### src/rtl/e1_pkg.sv
// e1_pkg: shared E1 framing constants and slot/frame index types
package e1_pkg;
  localparam int E1_TS_PER_FRAME = 32;
  localparam int E1_FRAMES_PER_MF = 16;
  localparam logic [7:0] E1_IDLE_OCTET = 8'hFF;
  typedef logic [4:0] ts_t;
  typedef logic [3:0] frame_t;
endpackage

### src/rtl/e1_tx_nco.sv
// e1_tx_nco: fractional NCO producing a bit strobe averaging RATE_NUM/RATE_DEN per clk
module e1_tx_nco #(
  parameter int RATE_NUM = 32,
  parameter int RATE_DEN = 480
) (
  input  logic clk,
  input  logic rst_n,
  output logic strobe
);
  localparam int AW = $clog2(RATE_DEN) + 1;
  logic [AW-1:0] acc, sum;
  assign sum = acc + AW'(RATE_NUM);
  assign strobe = sum >= AW'(RATE_DEN);
  // phase accumulator, folded back by the modulus on every strobe
  always_ff @(posedge clk)
    if (!rst_n) acc <= '0;
    else acc <= strobe ? sum - AW'(RATE_DEN) : sum;
endmodule

### src/rtl/e1_tx_octet_serializer.sv
// e1_tx_octet_serializer: MSB-first octet serializer with holding register and timeslot/multiframe tracking
module e1_tx_octet_serializer
  import e1_pkg::*;
#(
  parameter int RATE_NUM = 32,
  parameter int RATE_DEN = 480
) (
  input  logic       clk,
  input  logic       rst_n,
  input  logic [7:0] in_data,
  input  logic       in_valid,
  output logic       in_ready,
  output ts_t        in_ts,
  output frame_t     in_frame,
  output logic       out_data,
  output logic       out_valid,
  output logic       underrun
);
  logic bit_stb, reload, hold_full;
  logic [7:0] shreg, hold;
  logic [2:0] bit_cnt;
  ts_t ts_cur;
  frame_t frame_cur;
  e1_tx_nco #(.RATE_NUM(RATE_NUM), .RATE_DEN(RATE_DEN)) u_nco (
    .clk(clk),
    .rst_n(rst_n),
    .strobe(bit_stb)
  );
  assign reload = bit_stb && bit_cnt == 3'd7;
  assign in_ready = !hold_full;
  assign in_ts = ts_cur + 5'd1;
  assign in_frame = &ts_cur ? frame_cur + 4'd1 : frame_cur;
  // shift out on each strobe; a reload takes the held octet or idles with an underrun pulse
  always_ff @(posedge clk)
    if (!rst_n) begin
      shreg <= E1_IDLE_OCTET;
      hold <= '0;
      hold_full <= 1'b0;
      bit_cnt <= '0;
      ts_cur <= '0;
      frame_cur <= '0;
      out_data <= 1'b1;
      out_valid <= 1'b0;
      underrun <= 1'b0;
    end else begin
      out_valid <= bit_stb;
      underrun <= reload && !hold_full;
      if (bit_stb) begin
        out_data <= shreg[7];
        bit_cnt <= bit_cnt + 3'd1;
        shreg <= reload ? (hold_full ? hold : E1_IDLE_OCTET) : shreg << 1;
      end
      if (reload) begin
        ts_cur <= ts_cur + 5'd1;
        if (&ts_cur) frame_cur <= frame_cur + 4'd1;
      end
      if (in_valid && in_ready) begin
        hold <= in_data;
        hold_full <= 1'b1;
      end else if (reload) hold_full <= 1'b0;
    end
endmodule

### config.mk
export PLATFORM = sky130hd
export DESIGN_NAME = e1_tx_octet_serializer
export DESIGN_NICKNAME = d
export VERILOG_FILES = /design/src/rtl/e1_pkg.sv /design/src/rtl/e1_tx_nco.sv /design/src/rtl/e1_tx_octet_serializer.sv
export SDC_FILE = /design/constraint.sdc
export NUM_CORES = 1
export LEC_CHECK = 0
export CAP_MARGIN = 20
export CORE_ASPECT_RATIO = 1.1
export CORE_UTILIZATION = 25
export CTS_BUF_LIST = sky130_fd_sc_hd__clkbuf_4
export CTS_CLUSTER_DIAMETER = 50
export DETAILED_ROUTE_END_ITERATION = 8
export GPL_ROUTABILITY_DRIVEN = 0
export MAX_ROUTING_LAYER = met4
export PLACE_DENSITY = 0.42
export SLEW_MARGIN = 5
export SYNTH_ARGS = -nofsm -noshare
export SYNTH_HDL_FRONTEND = slang
export SYNTH_SLANG_ARGS = --single-unit
### constraint.sdc
create_clock -name clk -period 2.9 [get_ports clk]
set_input_delay 0.29 -clock clk [delete_from_list [all_inputs] [get_ports clk]]
set_output_delay 0.29 -clock clk [all_outputs]
set_load 0.005 [all_outputs]
== After elaboration in Yosys (flattened, before gate mapping) ==
Cells that the tools add are included.

* Output and inout port bits: 13
* Register bits: 42

* Eq/ne operators: 1
* Magnitude comparators: 1
* Muxes and demuxes: 6
* Add/subtract/negate cells: 5
* Reduce and logical (&&, ||, !) cells: 6

{| class="wikitable"
|+ Operators with widths
! kind !! number
|-
| $mux W8 || 2
|-
| $add A10 B6 Y10 const B || 1
|-
| $ge A10 B9 Y1 const B || 1
|-
| $mux W10 || 1
|-
| $sub A10 B9 Y10 const B || 1
|-
| $add A5 B1 Y5 const B || 1
|-
| $reduce_and A5 Y1 || 1
|-
| $add A4 B1 Y4 const B || 1
|-
| $mux W4 || 1
|-
| $add A3 B1 Y3 const B || 1
|-
| $eq A3 B3 Y1 const B || 1
|-
| $logic_and A1 B1 Y1 || 3
|-
| $mux W1 || 2
|-
| $reduce_bool A2 Y1 || 1
|-
| $logic_not A1 Y1 || 1
|}

== Depth between registers and ports, before layout ==
* Word-level depth: 5
* Gate-level depth with buffers: 10
* Depth with buffers taken out: 9

== Hierarchy ==
A second synthesis with hierarchy kept.

* Cell total of the unflattened synthesis: 191
* Area, all modules: 1,750.4 um^2

{| class="wikitable"
|+ Modules (own cells, without submodules)
! module !! instances !! area each (um^2) !! cells an instance
|-
| e1_tx_octet_serializer || 1 || 1,410.1 || 155
|-
| e1_tx_nco || 1 || 340.3 || 36
|}

== Worst setup path before layout ==
No wires, ideal clock.

* Path type: register to register
* Start point: register u_nco.acc[6]
* End point: register ts_cur[1]
* Setup slack: 0.865 ns
* Period minus slack after synthesis: 2.035 ns
* Cell stages (with the launch flop): 9
* Data required time: 2.780 ns
* Path buffers: 1
* Arrival: 1.915 ns
* Cells stage by stage: dfxtp_1 ha_1 and3_4 xnor2_1 ha_1 and2b_1 mux2_4 buf_6 a211o_1

* Cells in the longest elaborated chain, start to end: 3

{| class="wikitable"
|+ RTL lines
! element !! line !! RTL
|-
| from (decl) || e1_tx_nco.sv:11 || <nowiki>logic [AW-1:0] acc, sum;</nowiki>
|-
| from (signal assigned) || e1_tx_nco.sv:17 || <nowiki>else acc <= strobe ? sum - AW'(RATE_DEN) : sum;</nowiki>
|-
| $add A10 B6 Y10 || e1_tx_nco.sv:12 || <nowiki>assign sum = acc + AW'(RATE_NUM);</nowiki>
|-
| $ge A10 B9 Y1 || e1_tx_nco.sv:13 || <nowiki>assign strobe = sum >= AW'(RATE_DEN);</nowiki>
|-
| $logic_and A1 B1 Y1 || e1_tx_octet_serializer.sv:29 || <nowiki>assign reload = bit_stb && bit_cnt == 3'd7;</nowiki>
|-
| to (signal assigned) || e1_tx_octet_serializer.sv:54 || <nowiki>ts_cur <= ts_cur + 5'd1;</nowiki>
|-
| to (decl) || e1_tx_octet_serializer.sv:22 || <nowiki>ts_t ts_cur;</nowiki>
|}

No other way between the ends.
A chain may end at the register's enable or synchronous reset.

== Worst setup path in the final report ==
* Start point: register ts_cur[0]
* End point: output port in_frame[3]

* Cells in the longest elaborated chain, start to end: 2

{| class="wikitable"
|+ RTL lines
! element !! line !! RTL
|-
| $reduce_and A5 Y1 || n/a ||
|-
| $mux W4 || n/a ||
|-
| to (decl) || e1_tx_octet_serializer.sv:14 || <nowiki>output frame_t in_frame,</nowiki>
|}

No other way between the ends.

==> out/qor.txt <==
CP Capture Type = output pin
Post-synth EDFFs = 0
Worst reg2reg setup slack = 0.40 ns
Dpl cell area = 0.00229 sq mm
Number of max-cap violations = 0
Startpoint Class = flop
Detailed Place HPWL = 3.32 mm
Combinational share of power = 0.113
Reg power frac = 0.576
Status = finished clean
CTS tree = yes
Detailed-route via count = 1,715
Max-slew violation count = 0
Hold depth = 2
First-pass GRT wire length = 8.22 mm
Initial core utilization = 0.261
Critical path type = reg -> out
Met1 GRT Util = 0.163
CTS Hold Bufs = 0
Seq. cell area = 741 sq um
Max Clock Skew = 0.00892 ns
DIE AREA = 0.00825 sq mm
Worst hold path class = reg -> reg
Clock Power Share = 0.311
Post-Syn Area per Cell = 8.33 sq um
Worst Tran Pin Value = 0.562 ns
FP Rows = 33
Internal = 677 uW
Die width = 86.7 um
Remaining DRCs = 0
Critical Path Fanout Max = 8
Gr busiest metal = met2
Post-detailed-route count of antenna-violating nets = 0
Area growth syn-to-layout = 19.5%
Crit share post-route = 0.917
TritonCTS buffer count = 5
CTS Buffer Depth = 2
Register bit total from synthesis = 37
Max_slew headroom = 0.617
Hold_sp = hold[7]
Nets = 277
Vias/cell = 4.72
Period minus WS final = 2.66 ns
Largest net degree at the start of global routing = 28
Top post-synthesis cells by area = dfxtp_1, nand2_1, ha_1
GRT overflow = 0
Ys async rst share = 0
CP max stage delay = 0.51 ns
Met3 usage = 0.0277
CP arrival = 2.37 ns
Syn_nets = 257
FF-to-FF path depth = 8
Switching Share = 0.288
Most frequent cells after synthesis = dfxtp_1, nand2_1, a21oi_1, nand3_1, o21ai_0
Total GRT Usage = 0.133
Die Y = 95.2 um
Share of cells above drive strength 1 = 0.0930
R2r endpoint = frame_cur[1]
Count of cell types in the netlist = 47
Final instance area = 0.00236 sq mm
Post-synthesis sequential area ratio = 0.375
H-tree levels = 2
Top delay family on crit path = adder cells
Clock Pin Slew Worst Setup and Hold Paths = 0.13 ns
Antenna violations before repair = 0
PwrDens = 404 mW/mm^2
Port bufs = 23
Clock latency at the later pin of the worst-skew pair = 0.35 ns
Synthesized area = 0.00197 sq mm
Worst VDD drop = 0.173 mV
Setup_tns = 0 ns
Setup violations, final = 0
Drt wl/cell = 13.4 um
RSZ-0062 raised after global routing = false
Antenna Cells = 0
Hold endpoint = hold[7]
Yosys top cell by area = dfxtp_1
Hold Fails Final Rpt = 0
CTS root buffer = clkbuf_4
Buf/Inv on CP = 1
Leak pwr = 0.942 nW
Initial DRC count = 51
Share of the synthesized area in the top cell type = 0.375
Max Freq = 376 MHz
Switching pwr = 274 uW
Reg-to-reg startpoint = u_nco.acc[5]
Worst EP required = 2.61 ns
Cells after synthesis = 237
Final wirelength = 4.86 mm
Slowest CP cell = clkdlybuf4s50_1
# fillers = 808
Multi-input logic area = 0.00111 sq mm
Ys flop type = dfxtp_1
Clk sink count = 37
Core area = 0.00756 sq mm
Grt met2 use = 0.219
Critical path, cell by cell = ha_1 -> and3_1 -> ha_2 -> and4_1 -> xor2_1 -> clkdlybuf4s50_1
I/O pin count = 24
YS warnings = 0
DR pass1 iterations = 4
Vias in the first global route = 1,648
-- cell usage in the layout (no fill, tap or decap), types with 5 or more instances in the layout --
cell             instances
clkbuf_4                 5
nand2_1                 37
clkdlybuf4s50_1         23
inv_1                    7
a21oi_1                 17
o211ai_1                 8
or3_1                    8
buf_4                    7
o21ai_0                 12
ha_1                     8
xor2_1                   5
nor2_1                   6
nand3_1                 17
dfxtp_1                 37
-- layer usage --
layer | routed length, um | vias to the layer above
li1 | - | 895
met1 | 2360 | 781
met2 | 2300 | 30
met3 | 154 | 9
met4 | 48 | 0
met5 | 0 | -
-- stage by stage --
step	setup slack [ns]	instances	util	hold WS, ns	power [mW]
floorplan	0.865	237	-	0.426	0.624
global placement	0.456	355	0.304	0.438	0.671
detailed placement	0.408	355	0.304	0.445	0.670
CTS	0.125	363	0.312	0.441	0.969
global route	0.0838	363	0.312	0.469	1.00
finish	0.240	363	0.312	0.459	0.951
-- worst max-delay path by stage --
stage	slack (ns)	endpoint	cells after the start	start
5_1_grt	0.08	in_frame[3]	6	ts_cur[0]
3_3_place_gp	0.46	u_nco.acc[7]	8	u_nco.acc[5]
3_5_place_dp	0.41	frame_cur[1]	8	u_nco.acc[5]
2_1_floorplan	0.87	ts_cur[1]	8	u_nco.acc[6]
4_1_cts	0.13	in_frame[3]	6	ts_cur[0]
6_report	0.24	in_frame[3]	6	ts_cur[0]
-- worst min-delay path, stage by stage, from the launching register on --
cell	delay (ns)
dfxtp_1	0.33
nand2_1	0.05
a21oi_1	0.05
-- flip-flops by register name, indices dropped and copies added (netlist names), 3 cells and up --
name	count
hold	8
shreg	8
ts_cur	5
u_nco.acc	5
frame_cur	4
bit_cnt	3
-- cell families (layout without fill, tap and decap cells) --
group	count (synthesis)	after routing	synth area share
compound gates	61	61	0.197
xor+xnor	9	9	0.0399
fa+ha+maj	9	9	0.0571
buf+inv	25	46	0.0621
flops	37	37	0.375
mux	2	2	0.0190
simple gates	94	94	0.249
-- area by class of cell --
class / instances / share of cell area
Inverter: 8 / 0.0127
Timing Repair Buffer: 30 / 0.120
Clock buffer: 5 / 0.0159
Clock inverter: 3 / 0.00955
Tap cell: 105 / 0.0557
Sequential cell: 37 / 0.314
Multi-Input combinational cell: 175 / 0.472
-- power by group through the flow --
stage / clock [mW] / combinational, mW / sequential [mW]
floorplan: 0 / 0.0713 / 0.553
global placement: 0 / 0.111 / 0.560
detailed placement: 0 / 0.110 / 0.560
CTS: 0.310 / 0.110 / 0.549
global route: 0.330 / 0.121 / 0.552
finish: 0.296 / 0.107 / 0.548
-- repair_timing --
action / 4_1_cts / 5_1_grt
resized for setup: 0 / 1
endpoints found under the setup margin: 0 / 1
buffers inserted: 0 / 0
(Power assumes the default switching activity.)
